File: config.mk
export PLATFORM = sky130hd
export DESIGN_NAME = pipe_stage_skid
export DESIGN_NICKNAME = d
export VERILOG_FILES = /design/src/rtl/pipe_stage_skid_pkg.sv /design/src/rtl/pipe_stage_skid_entry.sv /design/src/rtl/pipe_stage_skid.sv
export SDC_FILE = /design/constraint.sdc
export NUM_CORES = 1
export LEC_CHECK = 0
export ABC_AREA = 0
export CORE_ASPECT_RATIO = 1.1
export CORE_MARGIN = 2
export CORE_UTILIZATION = 52
export CTS_CLUSTER_DIAMETER = 40
export DETAILED_ROUTE_END_ITERATION = 10
export GPL_ROUTABILITY_DRIVEN = 0
export GPL_TIMING_DRIVEN = 0
export PLACE_DENSITY_LB_ADDON = 0.3
export SYNTH_ARGS = -nofsm -noshare
export SYNTH_HDL_FRONTEND = slang
export SYNTH_SLANG_ARGS = --single-unit
File: constraint.sdc
create_clock -name clk -period 2.8 [get_ports clk]
set_clock_uncertainty 0.05 [all_clocks]
set_input_delay 0.56 -clock clk [delete_from_list [all_inputs] [get_ports clk]]
set_output_delay 0.56 -clock clk [all_outputs]
set_load 0.02 [all_outputs]
File: src/rtl/pipe_stage_skid_pkg.sv
// Shared constants for the fetch->decode pipeline stage: state encodings and
// the bubble instruction encoding.
package pipe_stage_skid_pkg;

  localparam logic [1:0] ST_EMPTY = 2'd0;
  localparam logic [1:0] ST_MAIN  = 2'd1;
  localparam logic [1:0] ST_FULL  = 2'd2;

  // Bubble encoding; instances narrower than 32 bits take the low bits.
  localparam logic [31:0] INVALID_INSTRUCTION = 32'hFFFF_FFFF;

  function automatic logic [1:0] occ_of(input logic [1:0] st);
    logic [1:0] occ;
    occ = 2'd0;
    case (st)
      ST_MAIN: occ = 2'd1;
      ST_FULL: occ = 2'd2;
      default: occ = 2'd0;
    endcase
    return occ;
  endfunction

endpackage

File: src/rtl/pipe_stage_skid_entry.sv
// PC + instruction holding register with synchronous load and clear; resets
// and clears to the bubble value {0, INVALID_INSTR}.
module pipe_entry_reg
  import pipe_stage_skid_pkg::*;
#(
  parameter int unsigned            PC_W          = 16,
  parameter int unsigned            INSTR_W       = 16,
  parameter logic [INSTR_W-1:0]     INVALID_INSTR = INVALID_INSTRUCTION[INSTR_W-1:0]
) (
  input  logic               clk,
  input  logic               reset_n,
  input  logic               load_i,
  input  logic               clear_i,
  input  logic [PC_W-1:0]    pc_i,
  input  logic [INSTR_W-1:0] instr_i,
  output logic [PC_W-1:0]    pc_o,
  output logic [INSTR_W-1:0] instr_o
);

  logic [PC_W-1:0]    pc_q;
  logic [INSTR_W-1:0] instr_q;

  // Clear wins over load so a flush can never leave a stale entry behind.
  always_ff @(posedge clk or negedge reset_n) begin
    if (!reset_n) begin
      pc_q    <= '0;
      instr_q <= INVALID_INSTR;
    end else if (clear_i) begin
      pc_q    <= '0;
      instr_q <= INVALID_INSTR;
    end else if (load_i) begin
      pc_q    <= pc_i;
      instr_q <= instr_i;
    end
  end

  assign pc_o    = pc_q;
  assign instr_o = instr_q;

endmodule

File: src/rtl/pipe_stage_skid.sv
// Fetch->decode pipeline stage with optional two-entry skid buffer so that
// in_ready can be registered (no combinational path from out_ready).
module pipe_stage_skid
  import pipe_stage_skid_pkg::*;
#(
  parameter int unsigned        PC_W          = 16,
  parameter int unsigned        INSTR_W       = 16,
  parameter logic [INSTR_W-1:0] INVALID_INSTR = INVALID_INSTRUCTION[INSTR_W-1:0],
  parameter int unsigned        SKID_EN       = 1
) (
  input  logic               clk,
  input  logic               reset_n,
  input  logic               flush,
  input  logic               in_valid,
  input  logic [PC_W-1:0]    in_pc,
  input  logic [INSTR_W-1:0] in_instr,
  output logic               in_ready,
  output logic               out_valid,
  output logic [PC_W-1:0]    out_pc,
  output logic [INSTR_W-1:0] out_instr,
  input  logic               out_ready,
  output logic [1:0]         occupancy
);

  logic [1:0]         state_q, state_d;
  logic [1:0]         occupancy_q;
  logic               accept, consume;
  logic               main_load, main_clr, main_from_skid;
  logic               skid_load, skid_clr;
  logic [PC_W-1:0]    main_pc, skid_pc, main_pc_d;
  logic [INSTR_W-1:0] main_instr, skid_instr, main_instr_d;

  assign out_valid = (state_q != ST_EMPTY);
  assign accept    = in_valid & in_ready;
  assign consume   = out_valid & out_ready;

  always_comb begin
    state_d        = state_q;
    main_load      = 1'b0;
    main_clr       = 1'b0;
    main_from_skid = 1'b0;
    skid_load      = 1'b0;
    skid_clr       = 1'b0;
    if (flush) begin
      state_d  = ST_EMPTY;
      main_clr = 1'b1;
      skid_clr = 1'b1;
    end else begin
      case (state_q)
        ST_EMPTY: begin
          if (accept) begin
            state_d   = ST_MAIN;
            main_load = 1'b1;
          end
        end
        ST_MAIN: begin
          if (accept && consume) begin
            main_load = 1'b1;
          end else if (accept) begin
            // Only reachable with the skid present: without it in_ready
            // follows out_ready, so an accept in MAIN always pairs with a consume.
            if (SKID_EN != 0) begin
              state_d   = ST_FULL;
              skid_load = 1'b1;
            end
          end else if (consume) begin
            state_d  = ST_EMPTY;
            main_clr = 1'b1;
          end
        end
        ST_FULL: begin
          if (consume) begin
            state_d        = ST_MAIN;
            main_load      = 1'b1;
            main_from_skid = 1'b1;
            skid_clr       = 1'b1;
          end
        end
        default: begin
          state_d  = ST_EMPTY;
          main_clr = 1'b1;
          skid_clr = 1'b1;
        end
      endcase
    end
  end

  always_ff @(posedge clk or negedge reset_n) begin
    if (!reset_n) begin
      state_q     <= ST_EMPTY;
      occupancy_q <= 2'd0;
    end else begin
      state_q     <= state_d;
      occupancy_q <= occ_of(state_d);
    end
  end

  assign occupancy = occupancy_q;

  generate
    if (SKID_EN != 0) begin : g_reg_ready
      logic in_ready_q;
      always_ff @(posedge clk or negedge reset_n) begin
        if (!reset_n) in_ready_q <= 1'b1;
        else          in_ready_q <= (state_d != ST_FULL);
      end
      assign in_ready = in_ready_q;
    end else begin : g_comb_ready
      assign in_ready = (state_q == ST_EMPTY) | out_ready;
    end
  endgenerate

  assign main_pc_d    = main_from_skid ? skid_pc    : in_pc;
  assign main_instr_d = main_from_skid ? skid_instr : in_instr;

  pipe_entry_reg #(
    .PC_W          (PC_W),
    .INSTR_W       (INSTR_W),
    .INVALID_INSTR (INVALID_INSTR)
  ) u_main (
    .clk     (clk),
    .reset_n (reset_n),
    .load_i  (main_load),
    .clear_i (main_clr),
    .pc_i    (main_pc_d),
    .instr_i (main_instr_d),
    .pc_o    (main_pc),
    .instr_o (main_instr)
  );

  generate
    if (SKID_EN != 0) begin : g_skid
      pipe_entry_reg #(
        .PC_W          (PC_W),
        .INSTR_W       (INSTR_W),
        .INVALID_INSTR (INVALID_INSTR)
      ) u_skid (
        .clk     (clk),
        .reset_n (reset_n),
        .load_i  (skid_load),
        .clear_i (skid_clr),
        .pc_i    (in_pc),
        .instr_i (in_instr),
        .pc_o    (skid_pc),
        .instr_o (skid_instr)
      );
    end else begin : g_no_skid
      assign skid_pc    = '0;
      assign skid_instr = INVALID_INSTR;
    end
  endgenerate

  // Bubble values are forced whenever nothing is held.
  assign out_pc    = out_valid ? main_pc    : '0;
  assign out_instr = out_valid ? main_instr : INVALID_INSTR;

endmodule

==> summary by stage <==
Status
The run finished with clean final reports.

Setup path
The worst setup path is launched from a flip-flop. At the worst endpoint, the required time is 2.19 ns. For the worst setup path, the data arrival time is 2.01 ns.

The classification of the worst setup path is flip-flop to output port. The sort of element at the end of the critical path is an output port. The slowest stage of the critical path belongs to the cell clkdlybuf4s50_1. The critical path goes through buf_6 > or2_1 > buf_4 > clkbuf_2 > clkdlybuf4s50_1. In this design, the stage delay of the slowest critical-path cell is 0.57 ns. Of all nets on the critical path, the largest fanout is 10.

Synth
The cell area that synthesis handed to floorplanning was 3327 µm². The main flop type after synthesis is dfrtp_1. The proportion of register bits with asynchronous set or reset after synthesis is 100.0%. The sequential-to-total area share from yosys stat is 53.14%. The post-synthesis instance total is 332. Summing the areas of all compound-gate instances in the mapped netlist gives 19.67% of the synthesized area.

The adder and majority cell fraction of the synthesized area is 0%. The main combinational cell family by area after synthesis is simple AND/OR/NAND/NOR gates. Synthesis produced a netlist with a net count of 369. The simple-gate portion of the synthesized area is 22.56%. The xor-xnor portion of the synthesized cell area is 0%. Synthesis inferred 69 register bits. In this run, synthesis inferred 0 flip-flops with an integrated enable. The distinct cell type count after synthesis is 34.

The post-synthesis mux area share is 0%. The average size of a mapped cell is 10.02 µm². The number of synthesis warnings is 0.

Floorplan
The number of placement rows is 30. The die span in x is 80.27 µm. The placeable core area is 6193 µm². During I/O placement, the number of pins put on the boundary was 73.

Measured along the y axis, the die boundary spans 87.89 µm. The die covers 7054 µm². The starting density of the core is 53.72%.

Global routing
The final global-route overflow total is 0. The number of global-route vias before repair came to 2813. Entering global routing, the biggest net connects 70 pins.

The number of antenna violations at the first check in global routing is 0. The first global-routing pass estimated 13260 µm of wire. Global routing used 24.39% of the available tracks across all layers.

CTS
After clock tree synthesis, the clock-pin slew on the worst setup and hold paths is 0.07 ns. In this run the number of H-tree levels came out at 3. Counting the buffers created by CTS gives 9. The buffer depth of the longest clock path is 2.

The number of sinks on the clock net is 69. TritonCTS built the clock tree. The clock tree root buffer cell is clkbuf_8. The worst-skew pair later-pin latency is 0.34 ns. The count of hold buffers inserted by post-cts repair is 0. The buffer count from post-CTS setup fixing is 0.

Layout
The area growth from synthesis to final layout is 29.97%. Leaving out fill and tap cells, the most frequent cells in the layout are nand2_1 (65), clkdlybuf4s50_1 (42), dfrtp_1 (35). The most common cell after layout, fill and taps aside is nand2_1. The number of antenna diodes in the final layout is 0. The fraction of layout cells with a size suffix above 1 is 18.81%. After the last flow step, the layout net total stands at 452. Once layout is complete, the utilization of the core stands at 69.82%.

STA
The count of pins over their slew limit came to 0. The worst path needs 2.616 ns of the cycle, external delays included. Setup repair after global routing left no endpoint under its margin. The post-route clock period utilization is 93.42%. For the pin with the worst max-slew slack, the measured transition is 0.8227 ns. The number of endpoints failing setup at the final stage is 0.

The final number of hold-violating endpoints is 0. The minimum setup slack in the final design is 0.1842 ns. The worst hold slack is 0.2505 ns. The max-slew headroom at the worst pin is 44.73%.

The highest clock frequency the design can meet is 0.3823 GHz.

Place
The wire-length estimate of the detail-placed layout is 5577 µm. The worst setup slack after placement is 0.1961 ns. Input and output buffers added on the ports amount to 72.

Detailed routing
The violation count after the first detailed-routing iteration is 172. The routed via count is 2807. In the final routed layout, each cell accounts on average for 15.72 µm. After detailed routing, the number of remaining DRC violations is 0.

The length of the first detailed-routing pass in iterations is 4. The ratio of routed vias to standard cells is 5.614. The routed wire length is 7859 µm. The number of nets with antenna violations after routing is 0.

Pwr
In this run the power density over the cells is 517.7 nW/µm². Summed over all cells, the static leakage comes to 1.984 nW. The maximum ir drop on the vdd rail is 0.3383 mV.

Run
The number of max-capacitance violations reported is 0.

Hold path
The path class of the tightest hold or removal check is primary input to async pin.
where the power goes:
group          switching, mW  total (mW)  internal (mW)
sequential            0.0302        1.10           1.07
clock                  0.367       0.733          0.366
combinational          0.224       0.402          0.178
sequential cells by signal (all words and copies together) (netlist names):
register               cells
g_skid.u_skid.instr_o     16
g_skid.u_skid.pc_o        16
in_ready                   1
occupancy                  2
state_q                    2
u_main.instr_o            16
u_main.pc_o               16
cell families after synthesis:
kind of cell | count (synthesis)
simple gates | 157
compound gates | 76
flops | 69
buf+inv | 30
synth_stat cells (all sizes together) (14+ instances only):
cell type	count	area (µm²)
nand2	65	244.0
o21ai	16	80.07
a311oi	16	190.2
nor2	34	127.6
o22a	16	140.1
dfrtp	36	900.9
and2	16	100.1
a22o	16	140.1
dfstp	33	867.1
buf	15	96.34
clkbuf	14	53.80
nand2b	17	106.4
and3	16	100.1
what timing repair did:
item | in CTS | in global routing
gates resized for setup | 22 | 10
gates cloned | 0 | 0
setup endpoints to repair | 29 | 9
final timing paths:
check,start,cells past startpoint,endpoint,slack [ns]
max,state_q[0],5,out_valid,0.18
min,reset_n,1,g_skid.u_skid.pc_o[12],0.25
max reg2reg,state_q[1],4,g_skid.u_skid.pc_o[15],0.73
min reg2reg,g_skid.u_skid.pc_o[6],1,g_skid.u_skid.pc_o[6],0.46
max in group asynchronous,reset_n,1,state_q[1],1.85
min in group clk,g_skid.u_skid.pc_o[6],1,g_skid.u_skid.pc_o[6],0.46
critical path, delay by kind of cell, from the launching register on:
kind                   cells  cell delay [ns]
buffers and inverters      4             1.06
flip-flops                 1             0.40
AND/OR/NAND/NOR            1             0.20
layout make-up:
class,count,area (µm²)
plain buffers,29,152.6
clock buffers,12,155.1
clock inverters,4,22.52
fillers,486,1869
inverters,1,3.754
multi-input cells,233,1405
flip-flops and latches,69,1769
well taps,80,100.1
repair buffers,72,715.7
routing by layer:
| layer | global-route usage (%) | share of wire (%) |
|---|---|---|
| met1 | 31.68 | 42 |
| met2 | 41.06 | 52 |
| met3 | 4.227 | 5.5 |
| met4 | 9.399 | 1.2 |
| met5 | 0 | 0 |
stage by stage:
| stage | cell area [µm²] | std cells | TNS, ns | total power, mW |
|---|---|---|---|---|
| final | 4324 | 500 | 0 | 2.239 |
| after global routing | 4324 | 500 | 0 | 2.338 |
| after CTS | 4300 | 500 | 0 | 2.250 |
| after detailed placement | 4145 | 484 | 0 | 1.534 |
| after global placement | 4148 | 484 | -49.58 | 1.523 |
| after floorplan | 3327 | 332 | 0 | 1.345 |
(Power assumes the default switching activity.)
